[src/rtl/nic_pkg.sv]
// Shared constants for the NIC: register map, packet geometry, channel indices.
package nic_pkg;

    localparam int DATA_WIDTH = 64;
    localparam int VC_BIT     = 63;

    // Processor-visible register map
    localparam logic [1:0] ADDR_IN_DATA  = 2'b00;
    localparam logic [1:0] ADDR_IN_STAT  = 2'b01;
    localparam logic [1:0] ADDR_OUT_DATA = 2'b10;
    localparam logic [1:0] ADDR_OUT_STAT = 2'b11;

    // Index of each packet channel in the top-level channel arrays
    localparam int NUM_CH = 2;
    localparam int CH_OUT = 0;
    localparam int CH_IN  = 1;

endpackage

[src/rtl/nic_buffer.sv]
// Single-entry packet buffer with full flag. A load always wins over a clear,
// so a refill in the same cycle as a drain keeps the new packet.
module nic_buffer #(
    parameter int DATA_WIDTH = nic_pkg::DATA_WIDTH
) (
    input  logic                  clk,
    input  logic                  reset,
    input  logic                  load,
    input  logic                  clear,
    input  logic [DATA_WIDTH-1:0] d,
    output logic [DATA_WIDTH-1:0] q,
    output logic                  full
);

    logic [DATA_WIDTH-1:0] data_reg;
    logic                  full_reg;

    // Capture the packet on load, drop the full flag on clear; reset empties at once
    always_ff @(posedge clk or posedge reset) begin
        if (reset) begin
            data_reg <= '0;
            full_reg <= 1'b0;
        end else if (load) begin
            data_reg <= d;
            full_reg <= 1'b1;
        end else if (clear) begin
            full_reg <= 1'b0;
        end
    end

    assign q    = data_reg;
    assign full = full_reg;

endmodule

[src/rtl/nic.sv]
// Network interface controller: four-register processor window in front of
// one outbound and one inbound single-entry packet buffer. Outbound packets
// leave only in a cycle whose router polarity equals the packet's VC bit.
module nic #(
    parameter int DATA_WIDTH = nic_pkg::DATA_WIDTH,
    parameter int VC_BIT     = nic_pkg::VC_BIT
) (
    input  logic                  clk,
    input  logic                  reset,
    input  logic [1:0]            addr,
    input  logic [DATA_WIDTH-1:0] d_in,
    output logic [DATA_WIDTH-1:0] d_out,
    input  logic                  nicEn,
    input  logic                  nicEnWr,
    input  logic                  polarity,
    output logic                  net_si,
    output logic [DATA_WIDTH-1:0] net_do,
    input  logic                  net_ri,
    input  logic                  net_so,
    input  logic [DATA_WIDTH-1:0] net_di,
    output logic                  net_ro
);

    import nic_pkg::ADDR_IN_DATA;
    import nic_pkg::ADDR_IN_STAT;
    import nic_pkg::ADDR_OUT_DATA;
    import nic_pkg::ADDR_OUT_STAT;
    import nic_pkg::NUM_CH;
    import nic_pkg::CH_OUT;
    import nic_pkg::CH_IN;

    logic [DATA_WIDTH-1:0] ch_d     [NUM_CH];
    logic [DATA_WIDTH-1:0] ch_q     [NUM_CH];
    logic                  ch_load  [NUM_CH];
    logic                  ch_clear [NUM_CH];
    logic                  ch_full  [NUM_CH];

    logic                  out_full;
    logic                  in_full;
    logic [DATA_WIDTH-1:0] out_buf;
    logic [DATA_WIDTH-1:0] in_buf;
    logic                  wr_out_data;
    logic                  rd_in_data;

    // One buffer per direction; both share the same load/clear semantics
    genvar gi;
    generate
        for (gi = 0; gi < NUM_CH; gi++) begin : g_ch
            nic_buffer #(
                .DATA_WIDTH (DATA_WIDTH)
            ) u_buf (
                .clk   (clk),
                .reset (reset),
                .load  (ch_load[gi]),
                .clear (ch_clear[gi]),
                .d     (ch_d[gi]),
                .q     (ch_q[gi]),
                .full  (ch_full[gi])
            );
        end
    endgenerate

    assign out_full = ch_full[CH_OUT];
    assign in_full  = ch_full[CH_IN];
    assign out_buf  = ch_q[CH_OUT];
    assign in_buf   = ch_q[CH_IN];

    // Processor access decode
    assign wr_out_data = nicEn &  nicEnWr & (addr == ADDR_OUT_DATA);
    assign rd_in_data  = nicEn & ~nicEnWr & (addr == ADDR_IN_DATA);

    // Outbound: a write into a full buffer is dropped; injection needs a
    // ready router and a polarity that matches the packet's VC bit
    assign net_si           = out_full & net_ri & (out_buf[VC_BIT] == polarity);
    assign ch_d[CH_OUT]     = d_in;
    assign ch_load[CH_OUT]  = wr_out_data & ~out_full;
    assign ch_clear[CH_OUT] = net_si;
    assign net_do           = out_buf;

    // Inbound: ready depends only on the registered full flag, so there is
    // no combinational path from net_so back to net_ro
    assign net_ro          = ~in_full;
    assign ch_d[CH_IN]     = net_di;
    assign ch_load[CH_IN]  = net_so & net_ro;
    assign ch_clear[CH_IN] = rd_in_data & in_full;

    // Processor read mux; everything reads as zero while the window is disabled
    always_comb begin
        d_out = '0;
        if (nicEn) begin
            unique case (addr)
                ADDR_IN_DATA:  d_out = in_buf;
                ADDR_IN_STAT:  d_out = {{(DATA_WIDTH-1){1'b0}}, in_full};
                ADDR_OUT_DATA: d_out = '0;
                ADDR_OUT_STAT: d_out = {{(DATA_WIDTH-1){1'b0}}, out_full};
                default:       d_out = '0;
            endcase
        end
    end

endmodule

[config.mk]
export PLATFORM = sky130hd
export DESIGN_NAME = nic
export DESIGN_NICKNAME = d
export VERILOG_FILES = /design/src/rtl/nic_pkg.sv /design/src/rtl/nic_buffer.sv /design/src/rtl/nic.sv
export SDC_FILE = /design/constraint.sdc
export NUM_CORES = 1
export LEC_CHECK = 0
export CAP_MARGIN = 25
export CORE_MARGIN = 3
export CORE_UTILIZATION = 31
export CTS_CLUSTER_DIAMETER = 80
export DETAILED_ROUTE_END_ITERATION = 16
export PLACE_DENSITY_LB_ADDON = 0.25
export SLEW_MARGIN = 15
export SYNTH_ARGS = -nofsm -noshare
export SYNTH_HDL_FRONTEND = slang
export SYNTH_SLANG_ARGS = --single-unit
[constraint.sdc]
create_clock -name clk -period 5.5 [get_ports clk]
set_input_delay 0.55 -clock clk [delete_from_list [all_inputs] [get_ports clk]]
set_output_delay 0.55 -clock clk [all_outputs]
set_load 0.02 [all_outputs]
==> results of run 1 <==
[logic make-up (layout without fill, tap and decap cells)]
| group | Yosys count | in the layout | share of synthesized area (%) |
|---|---|---|---|
| buffers and inverters | 21 | 305 | 3.03 |
| and+or+nand+nor | 71 | 71 | 8.81 |
| DFF | 130 | 130 | 59.6 |
| AOI/OAI and AO/OA | 2 | 2 | 0.229 |
| xor gates and xnor gates | 1 | 1 | 0.161 |
| muxes | 130 | 130 | 28.2 |
[worst paths after layout]
kind,depth (start not counted),to
worst min register to register,1,g_ch[1].u_buf.q[19]
worst min-delay path,2,g_ch[0].u_buf.q[38]
min in group clk,1,g_ch[1].u_buf.q[19]
max in group asynchronous,3,g_ch[1].u_buf.q[25]
worst max register to register,3,g_ch[1].u_buf.q[8]
worst max-delay path,5,d_out[29]
[cell usage in the layout (no fill, tap or decap)]
master and count:
nor2b_4 1, mux2_2 108, nand3_1 1, buf_16 1, clkdlybuf4s50_1 266, inv_1 1
mux2i_1 2, nand4b_4 1, clkinv_4 5, clkbuf_1 1, clkinv_2 2, and3_1 1
buf_4 4, a21o_1 1, clkbuf_16 17, dfrtp_1 130, inv_4 1, xnor2_1 1
o21ai_0 1, nand2b_1 1, clkbuf_8 2, nor2_8 1, clkinvlp_4 1, bufinv_16 4
nor3b_4 1, and2_1 64, mux2_4 20
[critical path, cell delays in order]
cell and delay (ns):
clkdlybuf4s50_1 0.52, nor3b_4 0.22, buf_4 0.42, and2_1 0.22, clkdlybuf4s50_1 0.60
[per-stage QoR]
step / area, um^2 / utilization (%) / hold slack (ns) / setup WS (ns) / cells
final: 8950 / 53.0 / 0.444 / 2.39 / 859
after global routing: 8950 / 53.0 / 0.441 / 2.27 / 859
after CTS: 8950 / 53.0 / 0.429 / 2.37 / 859
after detailed placement: 8310 / 49.2 / 0.487 / 2.37 / 827
after global placement: 8280 / 49.1 / 0.480 / 2.42 / 826
after floorplan: 5460 / - / 0.472 / 1.48 / 355
[power by group through the flow]
stage | combinational [mW] | clock (mW) | sequential (mW)
after global routing | 1.88 | 1.27 | 1.77
after detailed placement | 1.78 | 0 | 1.72
after floorplan | 0.700 | 0 | 1.94
after CTS | 1.79 | 1.23 | 1.71
after global placement | 1.75 | 0 | 1.70
final | 1.76 | 1.19 | 1.70
[area by class of cell]
type / count / area, um^2
clock inverter: 12 / 181
multi-input combinational: 204 / 2050
tap: 220 / 275
inverter: 2 / 10.0
fill: 1403 / 7930
clock buffer: 20 / 457
timing repair buffer: 271 / 2720
sequential: 130 / 3250
[per-layer routing]
layer / up-vias / global-route usage, %
li1: 1767 / -
met1: 1813 / 16.9
met2: 182 / 23.3
met3: 18 / 7.66
met4: 0 / 6.28
met5: - / 0
==> key figures, run 1 <==
GRT
  • Initial antenna violation count: 0
  • Gr ovfl total: 0
  • First-pass GRT wire length: 22,800 um
  • Largest net degree at the start of global routing: 65
  • Total GRT Usage: 14.8%
  • Number of global-route vias before repair: 4,299

Timing
  • Final setup vio count: 0
  • Unrepaired setup endpoints after global routing: false
  • Max Clock Freq: 0.321 GHz
  • Post-route setup TNS: 0 ns
  • Final Cycle Share: 56.6%
  • Worst-Margin Slew: 0.683 ns
  • Slew Limit Fails: 0
  • Min Tclk post-route: 3.11 ns
  • Worst clock skew: 0.00541 ns
  • Slew HR: 54.5%
  • Final hold violations: 0

Yosys
  • Synthesized Nets: 492
  • Mapped Cells: 355
  • Cell with the most instances after synthesis: dfrtp_1
  • Post-synthesis cell type count: 20
  • Share of the synthesized area in the top cell type: 59.6%
  • Area contributors post-synth: dfrtp_1 (60%), mux2_2 (22%), and2_1 (7.3%)
  • Count of warnings emitted by yosys: 0
  • Commonest cells in the netlist: dfrtp_1 (130), mux2_2 (108), and2_1 (64)
  • Synth Cell Area: 5460 um^2
  • EDFF count, synth: 0
  • Asr flop ratio synth: 100%
  • Synth Flop Type: dfrtp_1
  • Seq/Total Area, Yosys: 59.6%
  • Largest area contributor in the netlist: dfrtp_1
  • Seq cells post-synth: 130
  • Mean Syn Cell Area: 15.4 um^2

Flow run
  • Maxcap violations: 0

Finish
  • N_diodes: 0
  • Layout area overhead: 64.0%
  • Max FFs per register: 128
  • Nets: 763
  • Share of cells above drive strength 1: 26.4%

Routing
  • Vias: 3,780
  • WL met3: 1560 um
  • Max layer used: met4
  • Initial DRC Count: 66
  • Via/cell ratio: 4.40
  • Post-DRT Antenna Nets: 0
  • Routed len/inst: 16.1 um
  • Final WL: 13,800 um
  • Routed wl met2: 6550 um
  • Drt pass-1 iters: 4
  • DRC viols: 0
  • Metal-1 WL: 5420 um

Power
  • Total power: 4.65 mW
  • Worst IR Drop VDD: 0.307 mV
  • LEAKAGE: 3.70 nW
  • Sw frac: 30.0%
  • Internal power: 3.26 mW
  • Cell Pwr Density: 520 nW/um^2
  • Clock power share: 25.6%
  • Combinational group share of total power: 37.8%
  • Seq pwr share: 36.6%
  • Sw Pwr: 1.39 mW

Clock tree
  • Post_cts resized: 0
  • Inserted Clock Buffers: 17
  • CTS tree: yes
  • # Post-CTS Setup Buffers: 0
  • CTS Hold Bufs: 0
  • H-tree levels: 4
  • Clk_lat worst skew: 0.41 ns
  • Sink Count: 130
  • Clock buffer depth: 2
  • CTS Root Cell: clkbuf_16
  • Clock transition at path regs: 0.06 ns

Placed design
  • Routability cong.: 0.789
  • Port Buffers: 266
  • Placed wire-length estimate: 10,400 um

Critical path
  • CP required: 4.95 ns
  • RR Startpoint: g_ch[1].u_buf.full
  • WS Path Type: input pin to output pin
  • Worst reg-to-reg setup slack: 3.50 ns
  • Crit end category: output pin
  • Worst Path Max Fanout: 64
  • Crit path from: addr[1]
  • Arrival time at the worst endpoint: 2.56 ns
  • Startpoint Class: input pin

Die
  • Core Area: 16,900 um^2
  • Chip height: 139 um
  • I/O pin count: 267
  • Full die area: 19,200 um^2
  • Site Rows: 47
  • Initial Util: 32.3%
  • Chip width: 139 um

Status
  • Status: finished clean

Hold path
  • Min-Delay Path Class: input pin to asynchronous set/reset pin
No activity file was read; power rests on OpenSTA's default activity.
==> inputs of run 2 (changes only) <==
Clock period 5.5 ns to 2.77 ns, I/O delays scaled along.
==> key figures, run 2 (synthesized netlist as in run 1, its figures left out) <==
Status
  • Status: finished clean

Power
  • Cell Pwr Density: 1030 nW/um^2 (+99%)
  • Worst IR Drop VDD: 0.741 mV (+140%)
  • Internal power: 6.50 mW (+100%)
  • Total power: 9.27 mW (+99%)
  • Sw Pwr: 2.77 mW (+98%)
  • Combinational group share of total power: 38.0% (+0.2 points)
  • Seq pwr share: 36.4% (-0.2 points)
  • Sw frac: 29.8% (-0.14 points)
  • Clock power share: 25.6% (about the same)
  • LEAKAGE: 3.69 nW (about the same)

Timing
  • Max Clock Freq: 0.412 GHz
  • Slew Limit Fails: 0 (unchanged)
  • Unrepaired setup endpoints after global routing: false
  • Post-route setup TNS: 0 ns (unchanged)
  • Slew HR: 50.5% (-4.0 points)
  • Final setup vio count: 0 (unchanged)
  • Final hold violations: 0 (unchanged)
  • Final Cycle Share: 87.7%
  • Min Tclk post-route: 2.43 ns
  • Worst-Margin Slew: 0.742 ns (+0.0595 ns)
  • Worst clock skew: 0.00558 ns (+0.000169 ns)

Critical path
  • Worst-path cell chain: clkdlybuf4s50_1 -> nor3b_4 -> buf_12 -> and2_1 -> clkdlybuf4s50_1
  • WS Path Type: input pin to output pin
  • RR Startpoint: g_ch[1].u_buf.full
  • Most used cell along the critical path: clkdlybuf4s50_1
  • Crit end category: output pin
  • CP required: 2.49 ns (-2.46 ns)
  • Startpoint Class: input pin
  • Worst Path Max Fanout: 64 (unchanged)
  • Crit-path max cell delay: 0.61 ns (about the same)
  • Arrival time at the worst endpoint: 2.15 ns (-0.41 ns)
  • Crit path from: addr[1]
  • Slowest-stage cell, CP: clkdlybuf4s50_1

Finish
  • Max FFs per register: 128 (unchanged)
  • Layout area overhead: 64.5%
  • Nets: 763 (unchanged)
  • Final design utilization: 53.2% (+0.15 points)
  • Commonest non-fill, non-tap cell in the layout: clkdlybuf4s50_1
  • Share of cells above drive strength 1: 26.0% (-0.47 points)
  • Most frequent cells in the layout: clkdlybuf4s50_1 (266), dfrtp_1 (130), mux2_2 (108)
  • N_diodes: 0 (unchanged)
  • Fillers: 1,384 (-1.4%)

GRT
  • Number of global-route vias before repair: 4,256 (-1.0%)
  • Initial antenna violation count: 0 (unchanged)
  • First-pass GRT wire length: 23,400 um (+2.5%)
  • Gr ovfl total: 0 (unchanged)
  • Largest net degree at the start of global routing: 72 (+11%)
  • Total GRT Usage: 15.3% (+0.57 points)

Clock tree
  • # Post-CTS Setup Buffers: 0 (unchanged)
  • Inserted Clock Buffers: 17 (unchanged)
  • H-tree levels: 4 (unchanged)
  • Post_cts resized: 0 (unchanged)
  • CTS Root Cell: clkbuf_16
  • Clock buffer depth: 2 (unchanged)
  • CTS Hold Bufs: 0 (unchanged)
  • Clock transition at path regs: 0.05 ns (about the same)
  • CTS tree: yes
  • Clk_lat worst skew: 0.41 ns (about the same)
  • Sink Count: 130 (unchanged)

Routing
  • Routed len/inst: 16.6 um (+3.3%)
  • Post-DRT Antenna Nets: 0 (unchanged)
  • Vias: 3,824 (+1.2%)
  • Drt pass-1 iters: 4 (unchanged)
  • DRC viols: 0 (unchanged)
  • Initial DRC Count: 127 (+92%)
  • Final WL: 14,300 um (+3.3%)
  • Via/cell ratio: 4.45 (+1.2%)

Hold path
  • Min-Delay Path Class: input pin to asynchronous set/reset pin

Placed design
  • Placed wire-length estimate: 10,600 um (+1.7%)
  • Port Buffers: 266 (unchanged)
  • Routability cong.: 0.749 (-5.1%)

Die
  • Initial Util: 32.3% (unchanged)
  • I/O pin count: 267 (unchanged)
  • Core Area: 16,900 um^2 (unchanged)
  • Full die area: 19,200 um^2 (unchanged)
  • Chip height: 139 um (unchanged)
  • Chip width: 139 um (unchanged)
  • Site Rows: 47 (unchanged)

Flow run
  • Maxcap violations: 0 (unchanged)
==> run 2: changes by cell type in the layout (fill, tap and decap cells not counted) <==
cell	change
inv_4	-1
clkbuf_1	+3
buf_16	-1
clkinv_2	-1
buf_4	-3
clkinv_4	-3
clkbuf_8	+1
buf_12	+4
clkinvlp_4	+1
==> run 2: power groups by stage <==
stage                     Sequential [mW]  Combinational (mW)  Clock (mW)
after floorplan                      3.86                1.39           0
after global placement               3.37                3.50           0
after detailed placement             3.41                3.56           0
after CTS                            3.40                3.58        2.45
after global routing                 3.52                3.76        2.53
final                                3.38                3.52        2.37
==> run 2: area by class of cell <==
class	instances	area [um^2]	share of cell area (%)
Timing Repair Buffer	271	2750	30.6
Multi-Input combinational cell	204	2050	22.9
Clock buffer	24	482	5.37
Tap cell	220	275	3.07
Inverter	2	11.3	0.125
Sequential cell	130	3250	36.3
Clock inverter	8	150	1.67
==> run 2: worst max-delay path: cells and delay by family <==
family	cells	cell delay [ns]
and+or+nand+nor	2	0.47
buffers and inverters	3	1.38
==> run 2: through the flow <==
step | std cells | hold WS [ns] | setup WS, ns | cell area [um^2]
2_1_floorplan | 355 | 0.425 | 0.884 | 5460
3_3_place_gp | 827 | 0.480 | 0.371 | 8340
3_5_place_dp | 827 | 0.487 | 0.323 | 8340
4_1_cts | 859 | 0.329 | 0.317 | 8970
5_1_grt | 859 | 0.343 | 0.232 | 8970
6_report | 859 | 0.322 | 0.340 | 8970
==> run 2: path summary, 6_finish.rpt <==
kind | end | slack, ns | cells past startpoint
min reg2reg | g_ch[1].u_buf.q[42] | 0.50 | 1
max | d_out[35] | 0.34 | 5
max reg2reg | g_ch[1].u_buf.q[21] | 1.07 | 3
min | g_ch[0].u_buf.q[55] | 0.32 | 3
max in group asynchronous | g_ch[1].u_buf.q[61] | 1.77 | 3
min in group clk | g_ch[0].u_buf.q[16] | 0.48 | 2
==> run 2: routing by layer <==
layer  part of all wire, %  vias to the layer above  GRT usage (%)
li1                      -                     1765              -
met1                    41                     1851           18.4
met2                    47                      190           23.9
met3                    11                       18           7.41
met4                   1.9                        0           5.87
met5                     0                        -              0
==> inputs of run 3 (changes only) <==
Settings changed: PLACE_DENSITY set to 0.77, PLACE_DENSITY_LB_ADDON 0.25 to not set.
==> key figures, run 3 (synthesized netlist as in run 1, its figures left out) <==
Critical path
  • WS Path Type: input pin to output pin
  • Crit end category: output pin
  • Worst Path Max Fanout: 64 (unchanged)
  • R2r worst-path depth: 3 (unchanged)
  • CP required: 2.49 ns (about the same)
  • Arrival time at the worst endpoint: 2.13 ns (-0.02 ns)
  • Worst reg-to-reg setup slack: 1.10 ns (+0.03 ns)
  • Reg-to-reg endpoint: g_ch[1].u_buf.q[14]
  • Startpoint Class: input pin
  • RR Startpoint: g_ch[1].u_buf.full

Timing
  • Worst-Margin Slew: 0.396 ns (-0.346 ns)
  • Final Cycle Share: 86.8% (-0.91 points)
  • Final hold violations: 0 (unchanged)
  • Slew HR: 73.5% (+23 points)
  • Final setup vio count: 0 (unchanged)
  • Min Tclk post-route: 2.40 ns (-0.0253 ns)
  • Worst clock skew: 0.00519 ns (-0.000390 ns)
  • Post-route setup TNS: 0 ns (unchanged)
  • Unrepaired setup endpoints after global routing: false
  • Slew Limit Fails: 0 (unchanged)
  • Max Clock Freq: 0.416 GHz (+1.1%)

GRT
  • Total GRT Usage: 15.1% (-0.23 points)
  • Largest net degree at the start of global routing: 67 (-6.9%)
  • Initial antenna violation count: 0 (unchanged)
  • Number of global-route vias before repair: 4,317 (+1.4%)
  • First-pass GRT wire length: 23,400 um (+0.12%)
  • Gr ovfl total: 0 (unchanged)

Routing
  • Via/cell ratio: 4.47 (+0.37%)
  • Drt pass-1 iters: 4 (unchanged)
  • Initial DRC Count: 64 (-50%)
  • Post-DRT Antenna Nets: 0 (unchanged)
  • Routed len/inst: 16.8 um (+0.94%)
  • Vias: 3,838 (+0.37%)
  • Final WL: 14,400 um (+0.94%)
  • DRC viols: 0 (unchanged)

Power
  • Total power: 9.11 mW (-1.7%)
  • Sw Pwr: 2.84 mW (+2.6%)
  • Clock power share: 23.8% (-1.8 points)
  • Seq pwr share: 37.4% (+1.0 points)
  • Worst IR Drop VDD: 0.605 mV (-18%)
  • Sw frac: 31.1% (+1.3 points)
  • LEAKAGE: 3.68 nW (-0.41%)
  • Combinational group share of total power: 38.7% (+0.7 points)
  • Cell Pwr Density: 1020 nW/um^2 (-1.3%)
  • Internal power: 6.27 mW (-3.5%)

Die
  • Site Rows: 47 (unchanged)
  • I/O pin count: 267 (unchanged)
  • Core Area: 16,900 um^2 (unchanged)
  • Full die area: 19,200 um^2 (unchanged)
  • Initial Util: 32.3% (unchanged)
  • Chip width: 139 um (unchanged)
  • Chip height: 139 um (unchanged)

Clock tree
  • Sink Count: 130 (unchanged)
  • Clock transition at path regs: 0.06 ns (about the same)
  • CTS tree: yes
  • Inserted Clock Buffers: 17 (unchanged)
  • CTS Hold Bufs: 0 (unchanged)
  • Post_cts resized: 0 (unchanged)
  • Clk_lat worst skew: 0.41 ns (about the same)
  • H-tree levels: 4 (unchanged)
  • Clock buffer depth: 2 (unchanged)
  • CTS Root Cell: clkbuf_16
  • # Post-CTS Setup Buffers: 0 (unchanged)

Flow run
  • Maxcap violations: 0 (unchanged)

Finish
  • Max FFs per register: 128 (unchanged)
  • Most frequent cells in the layout: clkdlybuf4s50_1 (266), dfrtp_1 (130), mux2_2 (108)
  • Share of cells above drive strength 1: 26.4% (+0.47 points)
  • N_diodes: 0 (unchanged)
  • Layout area overhead: 63.8%
  • Commonest non-fill, non-tap cell in the layout: clkdlybuf4s50_1
  • Nets: 764 (+0.13%)

Status
  • Status: finished clean

Placed design
  • Port Buffers: 266 (unchanged)
  • Routability cong.: 0.842 (+12%)
  • Placed wire-length estimate: 10,900 um (+3.5%)

Hold path
  • Min-Delay Path Class: input pin to asynchronous set/reset pin
## run 3: cell count changes in the layout (fill, tap and decap cells not counted), sizes merged
cell,delta
buf,+1
bufinv,-2
clkbuf,-5
clkinv,+3
clkinvlp,+1
inv,+2
## run 3: worst max-delay path by stage
| stage | start | endpoint | slack, ns | cells past startpoint |
|---|---|---|---|---|
| 3_3_place_gp | addr[1] | d_out[55] | 0.40 | 5 |
| 6_report | addr[1] | d_out[10] | 0.37 | 5 |
| 5_1_grt | addr[0] | d_out[16] | 0.28 | 5 |
| 4_1_cts | addr[0] | d_out[51] | 0.34 | 5 |
| 3_5_place_dp | addr[1] | d_out[1] | 0.36 | 5 |
| 2_1_floorplan | reset | g_ch[0].u_buf.full | 0.88 | 1 |
## run 3: final cells by class
| class | instances | area (um^2) |
|---|---|---|
| Multi-Input combinational cell | 204 | 2050 |
| Tap cell | 220 | 275 |
| Clock buffer | 19 | 443 |
| Clock inverter | 12 | 134 |
| Sequential cell | 130 | 3250 |
| Timing Repair Buffer | 272 | 2770 |
| Fill cell | 1374 | 7940 |
| Inverter | 2 | 11.3 |
## run 3: through the flow
step	worst slack (ns)	hold slack, ns	instances	cell area, um^2	util (%)
2_1_floorplan	0.884	0.425	355	5460	-
3_3_place_gp	0.403	0.481	828	8360	49.5
3_5_place_dp	0.357	0.487	828	8360	49.5
4_1_cts	0.340	0.341	859	8940	53.0
5_1_grt	0.275	0.367	859	8940	53.0
6_report	0.366	0.345	859	8940	53.0
## run 3: critical path, stage by stage
cell	delay, ns
clkdlybuf4s50_1	0.53
nor3b_4	0.27
buf_12	0.24
and2_1	0.17
clkdlybuf4s50_1	0.60
## run 3: power by group through the flow
stage / Combinational, mW / Clock, mW / Sequential, mW
CTS: 3.58 / 2.25 / 3.43
floorplan: 1.39 / 0 / 3.86
global placement: 3.49 / 0 / 3.38
finish: 3.53 / 2.17 / 3.41
global route: 3.73 / 2.34 / 3.54
detailed placement: 3.57 / 0 / 3.44
## run 3: per-layer routing
metal / track usage, % / vias to the layer above / wire (um)
li1: - / 1758 / -
met2: 26.4 / 183 / 7390
met5: 0 / - / 0
met4: 5.25 / 0 / 253
met3: 6.03 / 17 / 1270
met1: 16.7 / 1880 / 5520
